### config.mk
export PLATFORM = sky130hd
export DESIGN_NAME = rega_wb_flat
export DESIGN_NICKNAME = d
export VERILOG_FILES = /design/src/rtl/rega_wb_pkg.sv /design/src/rtl/rega_wb_if.sv /design/src/rtl/rega_wb_match.sv /design/src/rtl/rega_wb.sv /design/src/flat_wrapper.sv
export SDC_FILE = /design/constraint.sdc
export NUM_CORES = 1
export LEC_CHECK = 0
export BUFFER_PORTS_ARGS = -buffer_cell sky130_fd_sc_hd__buf_2
export CAP_MARGIN = 20
export CORE_MARGIN = 2
export CORE_UTILIZATION = 46
export DETAILED_ROUTE_END_ITERATION = 6
export GPL_TIMING_DRIVEN = 0
export PLACE_DENSITY = 0.73
export SLEW_MARGIN = 0
export SYNTH_ARGS = -nofsm -noshare
export SYNTH_HDL_FRONTEND = slang
export SYNTH_SLANG_ARGS = --single-unit
### constraint.sdc
create_clock -name clk -period 2.9 [get_ports clk]
set_clock_uncertainty 0.15 [all_clocks]
set_input_delay 0.435 -clock clk [delete_from_list [all_inputs] [get_ports clk]]
set_output_delay 0.435 -clock clk [all_outputs]
set_load 0.02 [all_outputs]
### src/rtl/rega_wb_pkg.sv
// Shared widths, entry layout and slot arithmetic for the rega_wb writeback sequencer.
// WIDTH/RASB match the 4-entry, 8-bit register file; WBDEPTH is the write-buffer depth.
package rega_wb_pkg;

    localparam int WIDTH   = 7;
    localparam int RASB    = 1;
    localparam int WBDEPTH = 2;

    typedef logic [WIDTH:0] data_t;
    typedef logic [RASB:0]  addr_t;
    typedef logic [1:0]     count_t;

    typedef struct packed {
        addr_t addr;
        data_t data;
    } wb_entry_t;

    // Slots available for next-state pushes: a retiring head frees its slot this same cycle.
    function automatic count_t free_slots(input count_t count, input logic pop);
        return count_t'(WBDEPTH) - count + count_t'(pop);
    endfunction

endpackage

### src/rtl/rega_wb_if.sv
// Bundle of the ALU/load write requests, register-file write port and decode read ports.
// The sequencer takes the slave side; whoever drives the requests takes the master side.
interface rega_wb_if;
    import rega_wb_pkg::*;

    logic  alu_v;
    addr_t alu_rd;
    data_t alu_d;
    logic  alu_rdy;

    logic  ld_v;
    addr_t ld_rd;
    data_t ld_d;
    logic  ld_rdy;

    logic  we;
    addr_t wad;
    data_t wd;

    addr_t arad;
    addr_t brad;
    logic  a_busy;
    logic  b_busy;
    data_t a_fwd;
    data_t b_fwd;

    modport slave (
        input  alu_v, alu_rd, alu_d,
        output alu_rdy,
        input  ld_v, ld_rd, ld_d,
        output ld_rdy,
        output we, wad, wd,
        input  arad, brad,
        output a_busy, b_busy, a_fwd, b_fwd
    );

    modport master (
        output alu_v, alu_rd, alu_d,
        input  alu_rdy,
        output ld_v, ld_rd, ld_d,
        input  ld_rdy,
        input  we, wad, wd,
        output arad, brad,
        input  a_busy, b_busy, a_fwd, b_fwd
    );

endinterface

### src/rtl/rega_wb_match.sv
// Compares one decode read address against the buffered writes and returns busy plus
// the data of the youngest matching entry (higher index = younger).
module rega_wb_match
    import rega_wb_pkg::*;
#(
    parameter int DEPTH = WBDEPTH
) (
    input  addr_t                   rad,
    input  wb_entry_t [DEPTH-1:0]   entries,
    input  logic      [DEPTH-1:0]   valid,
    output logic                    busy,
    output data_t                   fwd
);

    // Scanning oldest to youngest lets a later match overwrite an earlier one.
    always_comb begin
        busy = 1'b0;
        fwd  = '0;
        for (int i = 0; i < DEPTH; i++) begin
            if (valid[i] && (entries[i].addr == rad)) begin
                busy = 1'b1;
                fwd  = entries[i].data;
            end
        end
    end

endmodule

### src/rtl/rega_wb.sv
// Writeback sequencer: queues ALU and load results in a small in-order buffer, retires one
// per cycle onto the register-file write port, and exposes pending writes to decode.
module rega_wb
    import rega_wb_pkg::*;
#(
    parameter int DEPTH = WBDEPTH
) (
    input logic      clk,
    input logic      rst,
    rega_wb_if.slave bus
);

    wb_entry_t [DEPTH-1:0] entry_q;
    wb_entry_t [DEPTH-1:0] entry_d;
    count_t                count_q;
    count_t                count_d;

    logic [DEPTH-1:0] valid;
    logic             pop;
    count_t           free;
    logic             ld_rdy;
    logic             alu_rdy;
    logic             ld_acc;
    logic             alu_acc;
    int               slot;

    // Retire is suppressed while reset is asserted so nothing lands on the reset edge.
    always_comb begin
        pop     = rst && (count_q != '0);
        free    = free_slots(count_q, pop);
        ld_rdy  = (free >= 2'd1);
        alu_rdy = (free >= 2'd2) || !bus.ld_v;
        ld_acc  = bus.ld_v && ld_rdy;
        alu_acc = bus.alu_v && alu_rdy;
        for (int i = 0; i < DEPTH; i++) begin
            valid[i] = (int'(count_q) > i);
        end
    end

    always_comb begin
        entry_d = entry_q;
        slot    = int'(count_q) - int'(pop);
        if (pop) begin
            for (int i = 0; i < DEPTH - 1; i++) begin
                entry_d[i] = entry_q[i + 1];
            end
            entry_d[DEPTH - 1] = '0;
        end
        // Load lands first so a simultaneous ALU write becomes the younger entry.
        for (int i = 0; i < DEPTH; i++) begin
            if (ld_acc && (slot == i)) begin
                entry_d[i] = '{addr: bus.ld_rd, data: bus.ld_d};
            end
            if (alu_acc && ((slot + int'(ld_acc)) == i)) begin
                entry_d[i] = '{addr: bus.alu_rd, data: bus.alu_d};
            end
        end
        count_d = count_q - count_t'(pop) + count_t'(ld_acc) + count_t'(alu_acc);
    end

    always_ff @(posedge clk) begin
        if (!rst) begin
            count_q <= '0;
            entry_q <= '0;
        end else begin
            count_q <= count_d;
            entry_q <= entry_d;
        end
    end

    assign bus.we      = pop;
    assign bus.wad     = entry_q[0].addr;
    assign bus.wd      = entry_q[0].data;
    assign bus.ld_rdy  = ld_rdy;
    assign bus.alu_rdy = alu_rdy;

    rega_wb_match #(.DEPTH(DEPTH)) u_match_a (
        .rad     (bus.arad),
        .entries (entry_q),
        .valid   (valid),
        .busy    (bus.a_busy),
        .fwd     (bus.a_fwd)
    );

    rega_wb_match #(.DEPTH(DEPTH)) u_match_b (
        .rad     (bus.brad),
        .entries (entry_q),
        .valid   (valid),
        .busy    (bus.b_busy),
        .fwd     (bus.b_fwd)
    );

endmodule

### src/flat_wrapper.sv
// flat-port wrapper written by rule: the top's interface ports become plain ports
module rega_wb_flat import rega_wb_pkg::*;
#(
    parameter int DEPTH = WBDEPTH
)
  (clk, rst, bus_alu_v, bus_alu_rd, bus_alu_d, bus_alu_rdy, bus_ld_v, bus_ld_rd, bus_ld_d, bus_ld_rdy, bus_we, bus_wad, bus_wd, bus_arad, bus_brad, bus_a_busy, bus_b_busy, bus_a_fwd, bus_b_fwd);
  rega_wb_if bus_i ();
  input logic clk;
  input logic rst;
  input wire logic [$bits(bus_i.alu_v)-1:0] bus_alu_v;
  input wire logic [$bits(bus_i.alu_rd)-1:0] bus_alu_rd;
  input wire logic [$bits(bus_i.alu_d)-1:0] bus_alu_d;
  output wire logic [$bits(bus_i.alu_rdy)-1:0] bus_alu_rdy;
  input wire logic [$bits(bus_i.ld_v)-1:0] bus_ld_v;
  input wire logic [$bits(bus_i.ld_rd)-1:0] bus_ld_rd;
  input wire logic [$bits(bus_i.ld_d)-1:0] bus_ld_d;
  output wire logic [$bits(bus_i.ld_rdy)-1:0] bus_ld_rdy;
  output wire logic [$bits(bus_i.we)-1:0] bus_we;
  output wire logic [$bits(bus_i.wad)-1:0] bus_wad;
  output wire logic [$bits(bus_i.wd)-1:0] bus_wd;
  input wire logic [$bits(bus_i.arad)-1:0] bus_arad;
  input wire logic [$bits(bus_i.brad)-1:0] bus_brad;
  output wire logic [$bits(bus_i.a_busy)-1:0] bus_a_busy;
  output wire logic [$bits(bus_i.b_busy)-1:0] bus_b_busy;
  output wire logic [$bits(bus_i.a_fwd)-1:0] bus_a_fwd;
  output wire logic [$bits(bus_i.b_fwd)-1:0] bus_b_fwd;
  assign bus_i.alu_v = bus_alu_v;
  assign bus_i.alu_rd = bus_alu_rd;
  assign bus_i.alu_d = bus_alu_d;
  assign bus_alu_rdy = bus_i.alu_rdy;
  assign bus_i.ld_v = bus_ld_v;
  assign bus_i.ld_rd = bus_ld_rd;
  assign bus_i.ld_d = bus_ld_d;
  assign bus_ld_rdy = bus_i.ld_rdy;
  assign bus_we = bus_i.we;
  assign bus_wad = bus_i.wad;
  assign bus_wd = bus_i.wd;
  assign bus_i.arad = bus_arad;
  assign bus_i.brad = bus_brad;
  assign bus_a_busy = bus_i.a_busy;
  assign bus_b_busy = bus_i.b_busy;
  assign bus_a_fwd = bus_i.a_fwd;
  assign bus_b_fwd = bus_i.b_fwd;
  rega_wb #(.DEPTH(DEPTH)) u_core (.clk(clk), .rst(rst), .bus(bus_i));
endmodule
Yosys cells after proc, flatten, opt, wreduce, memory -nomap -nowiden
Index checks and enable logic that the tools add are counted.
{"block": "word_totals", "regBits": 22, "input_bits": 28, "out_inout_bits": 31, "wordCells": 53}
{"block": "op_classes", "addsub": 7, "order_cmp": 4, "eq_ne": 6, "mux": 13, "reduce_logical": 18}
{"cell": "32-bit by 2-bit == test with 1-bit output (second input constant)", "count": 2}
{"cell": "32-bit zero test", "count": 2}
{"cell": "10-bit 2-to-1 mux", "count": 4}
{"cell": "32-bit by 2-bit adder with 32-bit output", "count": 1}
{"cell": "8-bit 2-to-1 mux", "count": 4}
{"cell": "20-bit 2-to-1 mux", "count": 1}
{"cell": "1-bit logical AND", "count": 11}
{"cell": "2-bit == test", "count": 4}
{"cell": "2-bit by 1-bit adder with 2-bit output", "count": 3}
{"cell": "3-bit nonzero test", "count": 2}
{"cell": "2-bit by 1-bit > comparator with 1-bit output (second input constant)", "count": 2}
{"cell": "1-bit 2-to-1 mux", "count": 4}
{"cell": "2-bit by 1-bit subtractor with 3-bit output", "count": 1}
{"cell": "2-bit by 1-bit greater-or-equal comparator with 1-bit output (second input constant)", "count": 1}
{"cell": "2-bit greater-or-equal comparator (second input constant)", "count": 1}
{"cell": "2-bit nonzero test", "count": 1}
{"cell": "2-bit by 1-bit subtractor with 2-bit output", "count": 1}
{"cell": "2-bit subtractor (first input constant)", "count": 1}
{"cell": "1-bit zero test", "count": 1}
{"cell": "1-bit logical OR", "count": 1}

Longest topological paths before layout
{"block": "depth", "depth_word": 9, "depth_mapped": 16, "depth_no_buf": 14}

Hierarchy
From an unflattened synthesis, not the netlist that was laid out.
{"block": "hier_totals", "hier_cells": 226, "hier_area_um2": 1841.8}
{"mod": "rega_wb", "instances": 1, "cells_each": 162, "area_each_um2": 1371.3, "seq_area_each_um2": 440.4}
{"mod": "rega_wb_match", "instances": 2, "cells_each": 32, "area_each_um2": 235.2, "seq_area_each_um2": 0.0}

Worst setup path after synthesis
No wires, ideal clock.
{"block": "synth_path", "kind": "register to register", "start": "reg u_core.count_q[1]", "end": "reg u_core.entry_q[10] (netlist bit)", "setup_time_ns": 0.137, "arrival_time_ns": 2.733, "required_time_ns": 2.613, "setup_slack_ns": -0.119, "path_stages_with_launch": 16, "path_buffers": 2, "period_less_slack_ns": 3.019, "cell_sequence": "dfxtp_1 > buf_6 > o21ai_4 > ha_1 > xor2_1 > nand2_1 > nand2_1 > inv_1 > ha_1 > ha_1 > inv_1 > ha_1 > and4_1 > o211ai_2 > clkbuf_1 > a31oi_1"}
{"block": "synth_between", "elab_chain_len": 9, "elab_cells_between_ends": 18, "classes_between": "add/sub (4); order compare (2); eq/ne (2); mux (2); reduce/logical (8)"}
{"item": "from (decl)", "line": "rega_wb.sv:15", "rtl": "count_t count_q;"}
{"item": "from (signal assigned)", "line": "rega_wb.sv:66", "rtl": "count_q <= count_d;"}
{"item": "parallel branches: the longest is 2 deep, another holds 2-bit subtractor"}
{"item": "2-bit by 1-bit adder with 2-bit output *", "line": "rega_wb_pkg.sv:20", "rtl": "return count_t'(WBDEPTH) - count + count_t'(pop);"}
{"item": "2-bit by 1-bit greater-or-equal comparator with 1-bit output *", "line": "rega_wb.sv:31", "rtl": "ld_rdy = (free >= 2'd1);"}
{"item": "named net bus_ld_rdy", "line": "flat_wrapper.sv:17", "rtl": "output wire logic [$bits(bus_i.ld_rdy)-1:0] bus_ld_rdy;"}
{"item": "1-bit logical AND *", "line": "rega_wb.sv:33", "rtl": "ld_acc = bus.ld_v && ld_rdy;"}
{"item": "32-bit by 2-bit adder with 32-bit output", "line": "rega_wb.sv:54", "rtl": "if (alu_acc && ((slot + int'(ld_acc)) == i)) begin"}
{"item": "32-bit by 2-bit == test with 1-bit output", "line": "rega_wb.sv:54"}
{"item": "1-bit logical AND", "line": "rega_wb.sv:54"}
{"item": "3-bit nonzero test (no source line) or 10-bit 2-to-1 mux (tied branches)"}
{"item": "to (signal assigned)", "line": "rega_wb.sv:67", "rtl": "entry_q <= entry_d;"}
{"item": "to (decl)", "line": "rega_wb.sv:13", "rtl": "wb_entry_t [DEPTH-1:0] entry_q;"}
Mark *: on every way through the listed nets, which the timed path passes.
A chain may end at the register's enable or synchronous reset.

Worst setup path after layout
{"block": "layout_path", "start": "reg u_core.count_q[1]", "end": "reg u_core.entry_q, in the netlist u_core.bus.wd[2]"}
{"block": "layout_between", "elab_chain_len": 9, "elab_cells_between_ends": 18, "classes_between": "add/sub (4); order compare (2); mux (2); reduce/logical (10)"}
{"item": "parallel branches: the longest is 9 deep, another holds 32-bit by 2-bit adder with 32-bit output"}
Several ways; the timed one is not identified.

==> flow_metrics.tcl <==
set metrics [dict create \
    grt-ovfl-total 0 \
    pre_cts_slack_ns -0.263 \
    antenna_left 0 \
    grt_pass1_vias 1717 \
    cts_sinks 22 \
    drtIter0Drc 125 \
    critPathLaunch "u_core.count_q[1]" \
    grt_util_all_layers 0.254 \
    pin_count 59 \
    drive_gt1_frac 0.473 \
    clockPowerShare 0.081 \
    gp_congestion 0.777 \
    cp-endpoint "u_core.bus.wd[2]" \
    numCtsBuffers 3 \
    synth_nets 244 \
    die_h_um 66.9 \
    cp.arrival_ns 2.86 \
    grt_pass1_wl_um 8290 \
    syn_inst 206 \
    p_switching_uw 1360 \
    wl_per_cell_um 16.5 \
    wirelength_um 5420 \
    nets 320 \
    core_um2 3740 \
    ys_seq_area_frac 0.242 \
    cp_slowest_cell "dfxtp_2" \
    hold_class "in -> reg" \
    num_rows 22 \
    critPathRequiredTime_ns 2.96 \
    path_cells "buf_6 -> o21ai_4 -> ha_4 -> xor2_4 -> nand2_2 -> nand2_2 -> inv_1 -> ha_2 -> ha_2 -> inv_1 -> ha_1 -> and4b_2 -> buf_12 -> o211ai_4 -> o211ai_2 -> a21oi_2" \
    grt_max_degree 13 \
    synthesis.area_um2 1820 \
    cpLargestDelayFamily "adder cells" \
    diodes 0 \
    ys.warnings.count 0 \
    r2r_cells 16 \
    h-tree-depth 1 \
    root_buffer "clkbuf_8" \
    drt-pass1-iter-count 4 \
    leakage_uw 0.00110 \
    timing.final.crit_share 0.966 \
    p_seq_frac 0.215 \
    synth.area.top_cells "dfxtp_1, a22o_1, nand2_1" \
    synth.top_cell.area_share 0.242 \
    fmax_ghz 0.357 \
    powerDensity_nw_per_um2 1160 \
    io_buffers 58 \
    status "finished, final reports clean" \
    fp.dieW_um 66.9 \
    initial_core_util 0.486 \
    slew-limit-headroom 0.604 \
    antenna_found_initial 0 \
    vias 1853 \
    dp_hpwl_um 3600 \
    finalPower_uw 2880 \
    worst_pin_slew_ns 0.594 \
    final_max_slew_viol_count 0 \
    die-area_um2 4470 \
    r2r_end "u_core.bus.wd[2]" \
    drc_errors 0 \
    setup_slack_ns 0.0999 \
    clkTransAtPathRegs_ns 0.09 \
    hold_viol 0 \
    crit_buf_inv 4 \
    vias_per_cell 5.63 \
    startpoint_type "flop" \
    cpPeakStageDelay_ns 0.32 \
    clock_latency_ns 0.27 \
    comb_power_share 0.704 \
    syn_avg_cell_area_um2 8.83 \
    fin_util 0.660 \
    power.share.switching 0.472 \
    cts_tree "built" \
    r2r_slack_ns 0.1 \
    internal-power_uw 1520 \
    critPathCaptureType "flop" \
    max-cap-violations 0 \
    area_growth_pct 35.9 \
    period_needed_ns 2.80 \
    yosys_register_bits 22 \
    peakVddDrop_mv 0.636 \
    clockBufferDepth 2 \
    worstSetupPathType "reg -> reg" \
    ys_types 37 \
    synth_area_leader_cell "dfxtp_1" \
    crit_fanout 5 \
    r2r_start "u_core.count_q[1]" \
    setup_viol 0 \
    path_depth 16 \
]
-- per-layer routing --
layer / wire length, µm / global-route usage / vias to the layer above
li1: - / - / 888
met1: 2210 / 0.327 / 880
met2: 2800 / 0.441 / 77
met3: 315 / 0.0169 / 8
met4: 89 / 0.0918 / 0
met5: 0 / 0 / -
-- worst reg2reg max path, delay by kind of cell, from the launching register on --
kind,cells,cell delay (ns)
AND/OR/NAND/NOR,3,0.38
XOR/XNOR,1,0.16
flip-flops,1,0.32
buffers and inverters,4,0.34
adder cells (fa/ha/maj),4,0.74
AO/OA/AOI/OAI,4,0.63
-- cell usage after synthesis (all sizes together) --
master	instances
a21oi	10
clkbuf	7
a22o	16
o21ai	11
a31oi	10
and4b	2
ha	9
and4bb	1
xnor2	6
nand2	34
mux2	10
nand3b	10
and4	1
and2	3
dfxtp	22
inv	10
o211a	1
nand2b	2
o211ai	14
xor2	6
nor2	4
nor3	3
fa	1
buf	13
-- state kept, by name, indices dropped and copies added, names as in the netlist --
signal / cells
u_core.count_q: 2
u_core.bus.wad: 2
u_core.bus.wd: 8
u_core.entry_q: 10
-- final cells by class --
cell class / count / area [µm²]
plain buffers: 20 / 149
clock buffers: 4 / 55.1
fillers: 318 / 1270
inverters: 10 / 42.5
multi-input cells: 155 / 1310
flip-flops and latches: 22 / 445
well taps: 48 / 60.1
repair buffers: 70 / 412
-- metrics by stage --
step | cells | TNS, ns | hold slack, ns | cell area (µm²)
finish | 329 | 0 | 0.263 | 2470
global route | 329 | -0.00509 | 0.273 | 2470
CTS | 326 | 0 | 0.264 | 2400
detailed placement | 312 | -4.48 | 0.358 | 2190
global placement | 312 | -3.84 | 0.346 | 2190
floorplan | 206 | 0 | 0.324 | 1840
-- cell usage in the layout (no fill, tap or decap), types with 5 or more instances in the layout --
cell type	instances
clkbuf_8	5
xor2_1	5
xnor2_1	5
o21ai_1	6
dfxtp_1	20
nand2_1	32
nand3b_1	10
a21oi_1	8
buf_2	60
buf_4	20
o211ai_2	7
inv_1	9
a22o_1	16
a31oi_1	10
mux2_4	6
o211ai_1	6
-- power by group through the flow --
stage                     clock network [µW]  logic (µW)  registers, µW
after floorplan                            0        1300            578
after global placement                     0        1630            613
after detailed placement                   0        1660            619
after CTS                                228        1900            615
after global routing                     238        2180            647
final                                    232        2030            618
-- worst min-delay path by stage --
stage / from / end / slack, ns / cells after the start
detailed placement: u_core.entry_q[17] / u_core.entry_q[17] / 0.36 / 2
global placement: u_core.entry_q[12] / u_core.entry_q[12] / 0.35 / 2
finish: bus_alu_d[1] / u_core.bus.wd[1] / 0.26 / 3
CTS: bus_alu_d[1] / u_core.bus.wd[1] / 0.26 / 3
floorplan: u_core.entry_q[13] / u_core.entry_q[13] / 0.32 / 2
global route: bus_alu_d[2] / u_core.bus.wd[2] / 0.27 / 3
-- kinds of logic after synthesis --
kind of cell	synth area share
AOI/OAI and AO/OA	0.265
muxes	0.0743
adders and majority gates	0.0729
xor gates and xnor gates	0.0619
DFF	0.242
and+or+nand+nor	0.190
buffers and inverters	0.0935
-- timing repair --
action	CTS	global route
pin swaps	8	12
gates resized for setup	11	15
setup endpoints to repair	20	20
hold buffers	0	0
cloned	2	0
buffers inserted	8	3
Note: power is estimated with default switching activity, not from simulation.
